===== src/rtl/stream_sink.sv =====
// rtl/stream_sink.sv - valid/ready stream sink with backpressure, drain FIFO and sequence checker
//
// Ports:
//   clk, rst      clock (rising edge), asynchronous active-high reset
//   mode          backpressure: 0 always, 1 random (LFSR), 2 duty ON/OFF, 3 stall
//   data, valid   incoming beat from the source
//   ready         sink accepts a beat this cycle (registers only, never from valid)
//   rx_data       last beat drained from the FIFO (held between pops)
//   rx_valid      one-cycle pulse per drained beat
//   level         FIFO occupancy
//   beat_cnt      accepted beats, wrapping
//   err, err_cnt  sticky mismatch flag and saturating mismatch count
//
// Optional: STREAM_SINK_CHECK_EN enables the sequence checker; otherwise err/err_cnt are 0.

module stream_sink #(
   parameter int          DATA_W    = 32,
   parameter int          DEPTH     = 4,
   parameter int          DRAIN_DIV = 1,
   parameter int          ON_CYC    = 2,
   parameter int          OFF_CYC   = 2,
   parameter logic [15:0] LFSR_SEED = 16'hACE1,
   parameter logic [DATA_W-1:0] SEQ_START = '0
) (
   input  logic                         clk,
   input  logic                         rst,
   input  logic [1:0]                   mode,
   input  logic [DATA_W-1:0]            data,
   input  logic                         valid,
   output logic                         ready,
   output logic [DATA_W-1:0]            rx_data,
   output logic                         rx_valid,
   output logic [$clog2(DEPTH+1)-1:0]   level,
   output logic [31:0]                  beat_cnt,
   output logic                         err,
   output logic [15:0]                  err_cnt
);

   localparam int LVL_W  = $clog2(DEPTH+1);
   localparam int PTR_W  = $clog2(DEPTH);
   localparam int DIV_W  = (DRAIN_DIV > 1) ? $clog2(DRAIN_DIV) : 1;
   localparam int DUTY_W = $clog2(ON_CYC + OFF_CYC + 1);

   logic [15:0]       lfsr_q, lfsr_d;
   logic              gate_q, gate_d;
   logic [1:0]        mode_q;
   logic [DUTY_W-1:0] duty_q, duty_d;
   logic [DIV_W-1:0]  div_q, div_d;
   logic [PTR_W-1:0]  wr_ptr_q, wr_ptr_d, rd_ptr_q, rd_ptr_d;
   logic [LVL_W-1:0]  level_q, level_d;
   logic [DATA_W-1:0] rx_data_q, rx_data_d;
   logic              rx_valid_q, rx_valid_d;
   logic [31:0]       beat_cnt_q, beat_cnt_d;
   logic [DATA_W-1:0] mem_q [DEPTH];
   logic [DATA_W-1:0] head;
   logic              push, pop, tick;

   assign ready = gate_q & (level_q < LVL_W'(DEPTH));
   assign push  = valid & ready;
   assign tick  = (div_q == DIV_W'(DRAIN_DIV - 1));
   assign pop   = tick & (level_q != '0);
   assign head  = mem_q[rd_ptr_q];

   // Backpressure gate. The LFSR free-runs so random mode picks up mid-sequence.
   always_comb begin
      lfsr_d = {lfsr_q[14:0], lfsr_q[15] ^ lfsr_q[13] ^ lfsr_q[12] ^ lfsr_q[10]};
      gate_d = 1'b0;
      duty_d = duty_q;
      case (mode)
         2'd0: gate_d = 1'b1;
         2'd1: gate_d = lfsr_d[0];
         2'd2: begin
            if (mode_q != 2'd2) begin
               // Entering duty mode: this edge is ON position 0, next is position 1.
               gate_d = 1'b1;
               duty_d = DUTY_W'(1);
            end else begin
               gate_d = (duty_q < DUTY_W'(ON_CYC));
               duty_d = (duty_q == DUTY_W'(ON_CYC + OFF_CYC - 1)) ? '0 : duty_q + DUTY_W'(1);
            end
         end
         default: gate_d = 1'b0;
      endcase
   end

   always_comb begin
      div_d      = tick ? '0 : div_q + DIV_W'(1);
      wr_ptr_d   = wr_ptr_q;
      rd_ptr_d   = rd_ptr_q;
      level_d    = level_q;
      beat_cnt_d = beat_cnt_q;
      rx_valid_d = 1'b0;
      rx_data_d  = rx_data_q;
      if (push) begin
         wr_ptr_d   = wr_ptr_q + PTR_W'(1);
         beat_cnt_d = beat_cnt_q + 32'd1;
      end
      if (pop) begin
         rd_ptr_d   = rd_ptr_q + PTR_W'(1);
         rx_valid_d = 1'b1;
         rx_data_d  = head;
      end
      if (push && !pop)
         level_d = level_q + LVL_W'(1);
      else if (!push && pop)
         level_d = level_q - LVL_W'(1);
   end

   always_ff @(posedge clk or posedge rst) begin
      if (rst) begin
         lfsr_q     <= LFSR_SEED;
         gate_q     <= 1'b0;
         mode_q     <= 2'd0;
         duty_q     <= '0;
         div_q      <= '0;
         wr_ptr_q   <= '0;
         rd_ptr_q   <= '0;
         level_q    <= '0;
         rx_data_q  <= '0;
         rx_valid_q <= 1'b0;
         beat_cnt_q <= '0;
      end else begin
         lfsr_q     <= lfsr_d;
         gate_q     <= gate_d;
         mode_q     <= mode;
         duty_q     <= duty_d;
         div_q      <= div_d;
         wr_ptr_q   <= wr_ptr_d;
         rd_ptr_q   <= rd_ptr_d;
         level_q    <= level_d;
         rx_data_q  <= rx_data_d;
         rx_valid_q <= rx_valid_d;
         beat_cnt_q <= beat_cnt_d;
      end
   end

   // Storage needs no reset: pointers and level define which entries are live.
   always_ff @(posedge clk) begin
      if (push)
         mem_q[wr_ptr_q] <= data;
   end

   assign rx_data  = rx_data_q;
   assign rx_valid = rx_valid_q;
   assign level    = level_q;
   assign beat_cnt = beat_cnt_q;

`ifdef STREAM_SINK_CHECK_EN
   logic [DATA_W-1:0] exp_q;
   logic              err_q;
   logic [15:0]       err_cnt_q;

   // On a mismatch, resync to the received value so one glitch counts once.
   always_ff @(posedge clk or posedge rst) begin
      if (rst) begin
         exp_q     <= SEQ_START;
         err_q     <= 1'b0;
         err_cnt_q <= '0;
      end else if (pop) begin
         if (head == exp_q) begin
            exp_q <= exp_q + DATA_W'(1);
         end else begin
            err_q <= 1'b1;
            if (err_cnt_q != 16'hFFFF)
               err_cnt_q <= err_cnt_q + 16'd1;
            exp_q <= head + DATA_W'(1);
            $display("stream_sink ERR exp 0x%h got 0x%h", exp_q, head);
         end
      end
   end

   assign err     = err_q;
   assign err_cnt = err_cnt_q;
`else
   assign err     = 1'b0;
   assign err_cnt = '0;
`endif

endmodule


===== config.mk =====
export PLATFORM = sky130hd
export DESIGN_NAME = stream_sink
export DESIGN_NICKNAME = d
export VERILOG_FILES = /design/src/rtl/stream_sink.sv
export SDC_FILE = /design/constraint.sdc
export NUM_CORES = 1
export LEC_CHECK = 0
export ABC_AREA = 1
export CAP_MARGIN = 20
export CORE_AREA = 3 3 136 138
export CTS_BUF_LIST = sky130_fd_sc_hd__clkbuf_4
export CTS_CLUSTER_DIAMETER = 30
export DETAILED_ROUTE_END_ITERATION = 6
export DIE_AREA = 0 0 139 141
export HOLD_SLACK_MARGIN = 0.12
export PLACE_DENSITY = 0.85
export SYNTH_ARGS = -nofsm -noshare
export SYNTH_HDL_FRONTEND = slang
export SYNTH_SLANG_ARGS = --single-unit
export TNS_END_PERCENT = 50

===== constraint.sdc =====
create_clock -name clk -period 3.09 [get_ports clk]
set_input_delay 0.7725 -clock clk [delete_from_list [all_inputs] [get_ports clk]]
set_output_delay 0.7725 -clock clk [all_outputs]
set_load 0.01 [all_outputs]

==> impl_results.md, run 1 <==
- Core box area: 17300 sq um
- Slew HR: 0.522
- Synth Instances: approximately 770
- Least-Margin Pin Slew: around 720 ps
- Port Buffer Count: between 100 and 150
- Die area: ~20000 sq um
- Final HPWL DP: between 10000 and 15000 um
- CTS Hold Bufs: 0
- Chip Width: between 100 and 150 um
- Root Driver: clkbuf_4
- Critical Path RT: 2320 ps
- Critical path class: flop to primary output
- Sw Share: 0.327
- Avg WL per Cell: ~15 um
- Crit path arrival time: approximately 1900 ps
- HP Class: flop to flop
- Leakage: roughly 0.0043 uW
- Inserted Clock Buffers: 57
- Max_cap viols: 0
- # clock sinks: approximately 220
- Vias in the first global route: 6124
- RSZ-0062 raised after global routing: false
- Finish-stage setup viols: 0
- Via-to-Cell Ratio: about 5.1
- CP peak stage delay: about 520 ps
- Max Clk Rate: ~370 MHz
- CP max-delay cell: clkdlybuf4s50_1
- Routability congestion estimate: between 0.8 and 0.9
- H-tree levels: 2
- Max Slew Vio Count: 0
- P_int: about 6100 uW
- Setup bufs post-CTS: 0
- Seq/Total Area, Yosys: 0.700
- Comb power frac: 0.292
- Clock power share: 0.280
- Tcrit/Tclk final: 0.868
- FF+latch count, synth: ~220
- Syn avg cell area: between 10 and 15 sq um
- Share of cells above drive strength 1: 0.141
- Placed insts: ~1100
- Setup_tns: 0 ps
- Initial antenna violation count: 0
- Worst VDD drop: 0.599 mV
- DRT iter0 DRCs: approximately 370
- CP delay by family, top: buffers and inverters
- Starting density of the core: 0.513
- Minimum clock period: 2680 ps
- HP Start: lfsr_q[4]$_DFF_PP0_
- Crit start category: flop
- CP Buf/Inv Count: 3
- Clk_skew: 40.8 ps
- Die Ht: roughly 140 um
- Cell Pwr Density: slightly above 800 nW/um^2
- CTS resizes: 0
- Netlist Area Pre-Place: ~8900 sq um
- DRT Wirelength: between 15000 and 20000 um
- Skew-Pair Late Insertion Delay: about 690 ps
- TritonCTS clock tree: yes
- GRT Util Overall: 0.189
- Final Hold Fails: 0
- CP Cell Sequence: inv_2 -> nand2_1 -> inv_1 -> clkdlybuf4s50_1
- Drt drc: 0
- Outcome: complete, no violations
- Row count: 48
- RR Startpoint: level[2]$_DFFE_PP0P_
- Crit-path max FO: 4
- Syn. warnings: 0
- Drt first pass iters: 7
- I/O pin cnt: approximately 120
- Critical Path Start: level[2]$_DFFE_PP0P_
- Clk buf depth: 3
- Sequential power share: 0.428
- GRT Residual Overflow: 0
- First-pass GRT wire length: roughly 30000 um
- Synth-to-Final Area Change: 23.6%
- Final Net Count: around 960
- Cell Count, Final, Fillers Out: 1188
- Final ANT Viol Nets: 0
- Pre-CTS WS: between 500 and 600 ps
- Vias: between 6000 and 7000
- Synth cell types: 33
- Clk slew on worst S/H paths: about 60 ps
- PnR worst setup slack: between 400 and 500 ps
- Largest net degree at the start of global routing: between 90 and 100
- Net Sw Power: just under 3000 uW
- Critical Path End Type: primary output
## cell type report
| cell class | count | area [sq um] |
|---|---|---|
| Fill cell | 1335 | 6330 |
| Clock buffer | 84 | 631 |
| Clock inverter | 24 | 136 |
| Tap cell | 225 | 282 |
| Inverter | 48 | 185 |
| Antenna cell | 1 | 2.50 |
| Timing Repair Buffer | 115 | 1200 |
| Sequential cell | 222 | 6210 |
| Multi-Input combinational cell | 469 | 2320 |
## final timing paths
| path | slack, ps | to | depth (start not counted) |
|---|---|---|---|
| worst max-delay path | 410 | ready | 4 |
| worst min-delay path | 350 | lfsr_q[5]$_DFF_PP1_ | 0 |
| worst max register to register | 1400 | level[2]$_DFFE_PP0P_ | 7 |
| worst min register to register | 350 | lfsr_q[5]$_DFF_PP1_ | 0 |
| max in group asynchronous | 2070 | rx_data[26]$_DFFE_PP0P_ | 3 |
| min in group asynchronous | 590 | lfsr_q[12]$_DFF_PP0_ | 3 |
## metrics by stage
stage          power [uW]  area, sq um   util  hold WS [ps]
2_1_floorplan        5440         8930      -           331
3_3_place_gp         6440        10200  0.588           336
3_5_place_dp         6530        10200  0.588           336
4_1_cts              9070        10900  0.633           348
5_1_grt              9570        11000  0.634           356
6_report             9010        11000  0.634           347
## state kept, by name, indices dropped and copies added, names as in the netlist
| register | count |
|---|---|
| gate_q | 1 |
| beat_cnt | 32 |
| mem_q | 128 |
| rd_ptr_q | 2 |
| mode_q | 2 |
| rx_data | 32 |
| wr_ptr_q | 2 |
| lfsr_q | 16 |
| duty_q | 3 |
| rx_valid | 1 |
| level | 3 |
## cells by family (layout without fill, tap and decap cells)
family	after synthesis	in the layout	synth area share
other	1	18	0.000423
flip-flops	222	222	0.700
adder cells (fa/ha/maj)	7	7	0.00988
AND/OR/NAND/NOR	308	308	0.145
XOR/XNOR	31	31	0.0306
buffers and inverters	92	271	0.0492
AO/OA/AOI/OAI	106	106	0.0646
## worst reg2reg max path, stage by stage, from the launching register on
cell	delay, ps
dfrtp_1	370
inv_2	80
nand3_4	190
clkinv_2	160
ha_1	360
a21oi_1	120
o21ai_0	110
xor2_1	150
## cells in the final DEF (no fill, tap or decap), types with 2 or more instances in the layout
cell type        count
clkdlybuf4s50_1    105
clkbuf_4            84
buf_4                4
nor2_2               4
dfstp_2              8
o21ai_1             38
nand2_2              5
clkinv_2             4
nor2_4               8
nand3_1             18
inv_1               42
dfrtp_1             85
a21oi_1              3
clkinvlp_4           2
inv_2                4
clkinv_1            18
buf_12               6
xnor2_1             13
nand4_1              8
edfxtp_1           128
nand2_1             70
a31oi_1             32
ha_1                 7
conb_1              17
o21ai_0             32
nor2_1             188
xor2_1              18
## metal layers
metal | vias to the layer above | global-route usage | wire, um
li1 | 2881 | - | -
met1 | 2869 | 0.237 | 7670
met2 | 239 | 0.313 | 8750
met3 | 36 | 0.0563 | 1480
met4 | 0 | 0.0700 | 336
met5 | - | 0 | 0
## power by group through the flow
stage | sequential (uW) | combinational [uW] | clock, uW
after floorplan | 3990 | 1450 | 0
after global placement | 3900 | 2540 | 0
after detailed placement | 3910 | 2620 | 0
after CTS | 3850 | 2630 | 2590
after global routing | 3900 | 2920 | 2750
final | 3850 | 2630 | 2520
## Yosys cell counts
master	count	share of area
nor2_1	192	0.081
edfxtp_1	128	0.43
dfrtp_1	86	0.24
nand2_1	71	0.030
inv_1	43	0.018
o21ai_1	38	0.021
a31oi_1	32	0.023
o21ai_0	32	0.018
buf_4	20	0.017
nand3_1	18	0.010
xor2_1	18	0.018
xnor2_1	13	0.013
buf_2	12	0.0068
dfstp_2	8	0.024
nand4_1	8	0.0056
clkbuf_1	7	0.0030
ha_1	7	0.0099
buf_1	5	0.0021
inv_2	4	0.0017
nand2_2	4	0.0028
nor2_2	4	0.0028
nor2_4	4	0.0051
a21oi_1	3	0.0017
and2_1	1	0.00071
clkinv_2	1	0.00056
conb_1	1	0.00042
nand2_4	1	0.0013
nand3_2	1	0.0011
nand3_4	1	0.0020
nand3b_1	1	0.00085
nor3_1	1	0.00056
nor3_2	1	0.0011
o21a_1	1	0.00085
Note: power is estimated with default switching activity, not from simulation.
==> inputs of run 2 (changes only) <==
CAP_MARGIN = 0   (was 20)
CORE_AREA = 3 3 129 131   (was 3 3 136 138)
DIE_AREA = 0 0 132 134   (was 0 0 139 141)
MAX_ROUTING_LAYER = met4   (was default)
PLACE_DENSITY = 0.9   (was 0.85)
clock period = 2.75 ns   (was 3.09 ns; I/O delays follow)
==> impl_results.md, run 2 (synthesis gave the netlist of run 1 again) <==
- Die area: 17700 sq um
- Max_cap viols: 0
- Row count: 46
- Core box area: approximately 16000 sq um
- Max Clk Rate: approximately 380 MHz
- P_int: just under 7000 uW
- H-tree levels: 2
- Least-Margin Pin Slew: approximately 800 ps
- Final ANT Viol Nets: 0
- Setup_tns: 0 ps
- Port Buffer Count: between 100 and 150
- FILL cells: 1051
- Inserted Clock Buffers: 55
- GRT Util Overall: 0.231
- Clk_skew: between 40 and 50 ps
- Via-to-Cell Ratio: between 5 and 6
- RSZ-0062 raised after global routing: false
- TritonCTS clock tree: yes
- Clk buf depth: 3
- Finish-stage setup viols: 0
- Crit start category: flop
- Drt first pass iters: 5
- Slew HR: 0.475
- Tot Pwr: 10200 uW
- Drt drc: 0
- Leakage: ~0.0043 uW
- Synth-to-Final Area Change: 23.2%
- Root Driver: clkbuf_4
- First-pass GRT wire length: roughly 32000 um
- Comb power frac: 0.297
- Outcome: complete, no violations
- Max reg flops: 128
- Largest net degree at the start of global routing: approximately 70
- Minimum clock period: roughly 2600 ps
- Worst VDD drop: approximately 0.74 mV
- Final Hold Fails: 0
- Routability congestion estimate: 0.898
- Tcrit/Tclk final: 0.945
- CTS Hold Bufs: 0
- Commonest non-fill, non-tap cell in the layout: nor2_1
- Clock power share: 0.275
- Sw Share: 0.335
- Critical Path RT: about 2100 ps
- DRT Wirelength: 19500 um
- Vias in the first global route: ~6400
- Critical Path End Type: primary output
- Final Net Count: about 960
- GRT Residual Overflow: 0
- Crit-path max FO: 4
- Clk slew on worst S/H paths: approximately 70 ps
- Initial antenna violation count: 1
- CP peak stage delay: 530 ps
- # clock sinks: roughly 220
- CTS resizes: 0
- Vias: ~6300
- Largest Register: mem_q
- Max Slew Vio Count: 0
- Crit path arrival time: 1910 ps
- Most frequent cells in the layout: 188 x nor2_1, 128 x edfxtp_1, 105 x clkdlybuf4s50_1
- Sequential power share: 0.428
- Net Sw Power: around 3400 uW
- Critical path class: flop to primary output
- Die Ht: about 130 um
- Final core utilization: 0.695
- HP Class: flop to flop
- Starting density of the core: 0.564
- Setup bufs post-CTS: 0
- Chip Width: 132 um
- Skew-Pair Late Insertion Delay: around 700 ps
- Avg WL per Cell: about 17 um
- DRT iter0 DRCs: ~550
- CP Cell Sequence: inv_2 -> nand2_1 -> inv_1 -> clkdlybuf4s50_1
- CP max-delay cell: clkdlybuf4s50_1
- Share of cells above drive strength 1: 0.142
- Cell Pwr Density: around 930 nW/um^2
- I/O pin cnt: roughly 120
- Final HPWL DP: ~12000 um
[run 2: cell types whose count changed in the layout (fill, tap and decap cells not counted), sizes merged]
cell,change
inv,+2
buf,+4
clkbuf,-3
clkinvlp,-1
clkinv,-2
[run 2: metrics by stage]
step	hold slack (ps)	setup WS, ps	instances	instance area, sq um
after floorplan	331	124	783	8930
after global placement	334	490	1074	10200
after detailed placement	338	497	1074	10200
after CTS	350	89.4	1178	10900
after global routing	358	29.6	1179	10900
final	348	152	1179	10900
[run 2: power by group through the flow]
| stage | clock network (uW) | registers [uW] | logic, uW |
|---|---|---|---|
| 6_report | 2790 | 4350 | 3020 |
| 5_1_grt | 3030 | 4400 | 3300 |
| 4_1_cts | 2840 | 4350 | 3040 |
| 3_5_place_dp | 0 | 4390 | 2960 |
| 3_3_place_gp | 0 | 4380 | 2850 |
| 2_1_floorplan | 0 | 4490 | 1630 |
[run 2: layout make-up]
class,instances,area (sq um),share of cell area
antenna,1,2.50,0.000229
clock buffer,81,608,0.0557
clock inverter,23,125,0.0115
inverter,48,185,0.0170
multi-input combinational,469,2320,0.212
sequential,222,6210,0.568
tap,216,270,0.0247
timing repair buffer,119,1210,0.110
[run 2: critical path: cells and delay by family (launching register included)]
| kind | cells | cell delay [ps] |
|---|---|---|
| buffers and inverters | 3 | 740 |
| flip-flops | 1 | 410 |
| AND/OR/NAND/NOR | 1 | 130 |
[run 2: path summary, 6_finish.rpt]
check | slack, ps | endpoint | startpoint | cells after the start
max | 150 | ready | level[2]$_DFFE_PP0P_ | 4
min | 350 | lfsr_q[9]$_DFF_PP0_ | lfsr_q[8]$_DFF_PP0_ | 0
max reg2reg | 1010 | rx_data[9]$_DFFE_PP0P_ | rd_ptr_q[0]$_DFFE_PP0P_ | 5
min reg2reg | 350 | lfsr_q[9]$_DFF_PP0_ | lfsr_q[8]$_DFF_PP0_ | 0
max in group asynchronous | 1790 | rx_data[22]$_DFFE_PP0P_ | rst | 3
min in group asynchronous | 510 | rx_data[3]$_DFFE_PP0P_ | rst | 3
[run 2: per-layer routing]
layer  wire, um  up-vias  track usage
met4        672        0        0.110
met5          0        -            -
li1           -     2878            -
met2       9690      354        0.374
met3       1770       62       0.0521
met1       7380     3005        0.278
==> RTL edit 1: new RTL, settings of run 2 <==
Set the parameter `DATA_W` to 64 (it was 32).
--- a/src/rtl/stream_sink.sv
+++ b/src/rtl/stream_sink.sv
@@ -14,7 +14,7 @@
 // Optional: STREAM_SINK_CHECK_EN enables the sequence checker; otherwise err/err_cnt are 0.
 
 module stream_sink #(
-   parameter int          DATA_W    = 32,
+   parameter int          DATA_W    = 64,
    parameter int          DEPTH     = 4,
    parameter int          DRAIN_DIV = 1,
    parameter int          ON_CYC    = 2,
Interface: changed (resized data and rx_data); port bits go from 123 to 187. The function was not compared with the original's and may differ.
==> RTL edit 1 against run 2 <==
  * The flow now stops in 3_3_place_gp
  * Synthesized area is 68% higher
==> RTL edit 1: results (changes against run 2) <==
metric,value,unit,change
synth-seq-area-share,0.7265,,was 0.6998
ys_ff_latch,382,,was 222
synthTopCellsByCount,"nor2_1, edfxtp_1, o21ai_0, dfrtp_1, nand2_1",,"was nor2_1, edfxtp_1, dfrtp_1, nand2_1, inv_1"
synth-warning-count,0,,unchanged
io_buffers,169,,was 105
haltStage,3_3_place_gp,,
synth_edf_count,256,,was 128
avgSynthCellArea,12.07,um2,was 11.56 um2
outcome,stopped before the end,,"was complete, no violations"
error,[ERROR GPL-0301] Utilization 107.423 % exceeds 100%.,,
async_reset_ff_frac,0.3298,,was 0.4234
ys_types,33,,unchanged
rows,46,,unchanged
yosys-top-cells-area,"edfxtp_1, dfrtp_1, nor2_1",,unchanged
==> RTL edit 1: cell types whose count changed after synthesis, sizes merged, moves of 7 or more <==
cell and delta:
nand3b +9, edfxtp +128, dfrtp +32, nor2 +164, clkbuf +9, nand2 +15, buf +23, xor2 -7
a31oi +32, o21ai +71
==> RTL edit 1: cells by family after synthesis <==
group | after synthesis | synth area share
compound gates | 210 | 0.07574
other cells | 1 | 0.0002511
simple gates | 491 | 0.1346
flops | 382 | 0.7265
fa+ha+maj | 7 | 0.005864
xor+xnor | 24 | 0.01407
buf+inv | 122 | 0.04298
==> RTL edit 2: new RTL, flow settings as in run 2 <==
Made on the original files. Take the reset off `rx_data_q` and load it in a clocked block of its own.
--- a/src/rtl/stream_sink.sv
+++ b/src/rtl/stream_sink.sv
@@ -116,7 +116,6 @@
          wr_ptr_q   <= '0;
          rd_ptr_q   <= '0;
          level_q    <= '0;
-         rx_data_q  <= '0;
          rx_valid_q <= 1'b0;
          beat_cnt_q <= '0;
       end else begin
@@ -128,10 +127,13 @@
          wr_ptr_q   <= wr_ptr_d;
          rd_ptr_q   <= rd_ptr_d;
          level_q    <= level_d;
-         rx_data_q  <= rx_data_d;
          rx_valid_q <= rx_valid_d;
          beat_cnt_q <= beat_cnt_d;
       end
+   end
+
+   always_ff @(posedge clk) begin
+      rx_data_q <= rx_data_d;
    end
 
    // Storage needs no reset: pointers and level define which entries are live.
Formal check against the unedited RTL: differs if rst is asserted again (counterexample within 4 cycles, from zero or initial values and one cycle with rst high); with rst held inactive, the same outputs for 10 cycles.
==> RTL edit 2 against run 2 <==
  * Wire length fell by 12%
  * Synthesized area fell by 2.1%
  * Setup slack improved by 0.14 ns
  * Sequential cell count did not move
  * Total power fell by 8.0%
  * Count of clock-buffer cells in the layout fell by 13
  * Combinational power fell by 18%
  * Final area fell by 2.8%
  * Sequential share of layout area rose by 3.1 points
  * Critical path type unchanged
  * Largest cell class unchanged
  * Largest power group unchanged
==> RTL edit 2: results (changes against run 2) <==
metric,value,unit,change
outcome,"complete, no violations",,unchanged
cp_slowest_cell,clkdlybuf4s50_1,,unchanged
r2r_cells,3,,was 5
synth-seq-area-share,0.7331,,was 0.6998
cts_buffer_depth,3,,unchanged
wire_per_inst,15.95,um,was 16.54 um
met1_usage,0.2525,,was 0.2781
power.leakage,4.089,nW,was 4.344 nW
grt_pass1_wl,27.67,mm,was 31.57 mm
grt_pass1_vias,5643,,was 6379
synth_xor_xnor_area_share,0.02622,,was 0.03062
r2r_start,rd_ptr_q[0]$_DFFE_PP0P_,,unchanged
clk_latency,0.66,ns,was 0.68 ns
fin_nets,869,,was 959
finalClockSkew,0.04067,ns,was 0.04838 ns
yosys-top-cells-area,"edfxtp_1, dfrtp_1, nor2_1",,unchanged
worstHoldEndpoint,lfsr_q[2]$_DFF_PP0_,,was lfsr_q[9]$_DFF_PP0_
use_met2,0.3193,,was 0.3740
ir_drop,0.4719,mV,was 0.7449 mV
post-dp-hpwl,10.77,mm,was 11.64 mm
ys_types,33,,unchanged
grt_max_degree,66,,was 68
p_int,6.443,mW,was 6.758 mW
min_path_cells,0,,unchanged
worstReg2RegEnd,rx_data[16]$_DFFE_PP_,,was rx_data[9]$_DFFE_PP0P_
use_met3,0.05476,,was 0.05214
reg2reg_setup_slack,0.92,ns,was 1.01 ns
cts_setup_buffers,0,,unchanged
synthTopCellsByCount,"edfxtp_1, nor2_1, o21ai_0, nand2_1, dfrtp_1",,"was nor2_1, edfxtp_1, dfrtp_1, nand2_1, inv_1"
grt_use_total,0.2002,,was 0.2308
synth_ff_type,edfxtp_1,,unchanged
clock-root-buffer,clkbuf_4,,unchanged
drt-initial-drc-count,379,,was 549
synth.area.mux_share,0,,unchanged
hp-start,lfsr_q[1]$_DFF_PP0_,,was lfsr_q[8]$_DFF_PP0_
worst_pin_slew,1.036,ns,was 0.7869 ns
clkTransAtPathRegs,0.06,ns,
io_buffers,105,,unchanged
async_reset_ff_frac,0.2793,,was 0.4234
largest_register_ffs,128,,unchanged
antenna_found_initial,2,,was 1
vias,5535,,was 6299
fillers,1095,,was 1051
path_delay_family,buffers and inverters,,unchanged
synth_compound_area_frac,0.06715,,was 0.06462
dr.pass1.iters,5,,unchanged
critical_path.max_stage_delay,0.55,ns,was 0.53 ns
layout-drive-gt1-share,0.1360,,was 0.1424
ctsResizeCount,0,,unchanged
cp_max_fo,4,,unchanged
synth-warning-count,0,,unchanged
largest_register,mem_q,,unchanged
h-tree-depth,2,,unchanged
cts_buffers,54,,was 55
hold_class,flip-flop to flip-flop,,unchanged
synth_edf_count,160,,was 128
routabilityCongestion,0.8579,,was 0.8981
synth_adder_area_share,0.01009,,was 0.009876
[RTL edit 2: cell types whose count changed after synthesis, sizes merged, moves of 8 or more]
cell    change
buf        -15
o22ai      +32
clkbuf      +8
inv         +8
a31oi      -32
edfxtp     +32
nor2       -94
dfrtp      -32
[RTL edit 2: worst max-delay path by stage]
stage                         start               endpoint  slack [ns]
2_1_floorplan                 valid  mem_q[0][0]$_DFFE_PP_        0.13
3_3_place_gp                  valid   level[2]$_DFFE_PP0P_        0.37
3_5_place_dp                  valid   level[1]$_DFFE_PP0P_        0.32
4_1_cts        level[2]$_DFFE_PP0P_                  ready        0.23
5_1_grt            gate_q$_DFF_PP0_                  ready        0.19
6_report       level[2]$_DFFE_PP0P_                  ready        0.29
[RTL edit 2: per-layer routing]
| metal | wire [um] | up-vias |
|---|---|---|
| met2 | 8356 | 232 |
| met5 | 0 | - |
| met3 | 1241 | 25 |
| li1 | - | 2638 |
| met4 | 249 | 0 |
| met1 | 7345 | 2640 |
[RTL edit 2: logic make-up (layout without fill, tap and decap cells)]
kind of cell,after synthesis,count (layout)
AND/OR/NAND/NOR,219,219
adder cells (fa/ha/maj),7,7
buffers and inverters,92,261
other,1,19
XOR/XNOR,26,26
AO/OA/AOI/OAI,108,108
flip-flops,222,222
[RTL edit 2: cell type report]
cell class	count	area [um2]	share of cell area
Antenna cell	2	5.005	0.0004713
Clock inverter	23	95.09	0.008954
Sequential cell	222	6367	0.5996
Timing Repair Buffer	115	1176	0.1107
Inverter	55	206.4	0.01944
Tap cell	216	270.3	0.02545
Clock buffer	68	510.5	0.04807
Multi-Input combinational cell	377	1989	0.1873
[RTL edit 2: power by group through the flow]
stage	logic (mW)	registers (mW)	clock network, mW
global placement	2.39	4.50	0
global route	2.71	4.50	2.64
detailed placement	2.49	4.52	0
finish	2.48	4.45	2.41
CTS	2.50	4.45	2.49
floorplan	1.20	4.66	0
[RTL edit 2: per-stage QoR]
| step | instance area, um2 | hold WS [ns] | setup WS, ns | cells | util |
|---|---|---|---|---|---|
| global route | 10620 | 0.3501 | 0.1925 | 1078 | 0.6759 |
| finish | 10620 | 0.3517 | 0.2917 | 1078 | 0.6759 |
| CTS | 10620 | 0.3550 | 0.2314 | 1076 | 0.6756 |
| detailed placement | 10010 | 0.3355 | 0.3206 | 985 | 0.6370 |
| floorplan | 8743 | 0.3312 | 0.1321 | 691 | - |
| global placement | 10010 | 0.3337 | 0.3670 | 985 | 0.6370 |
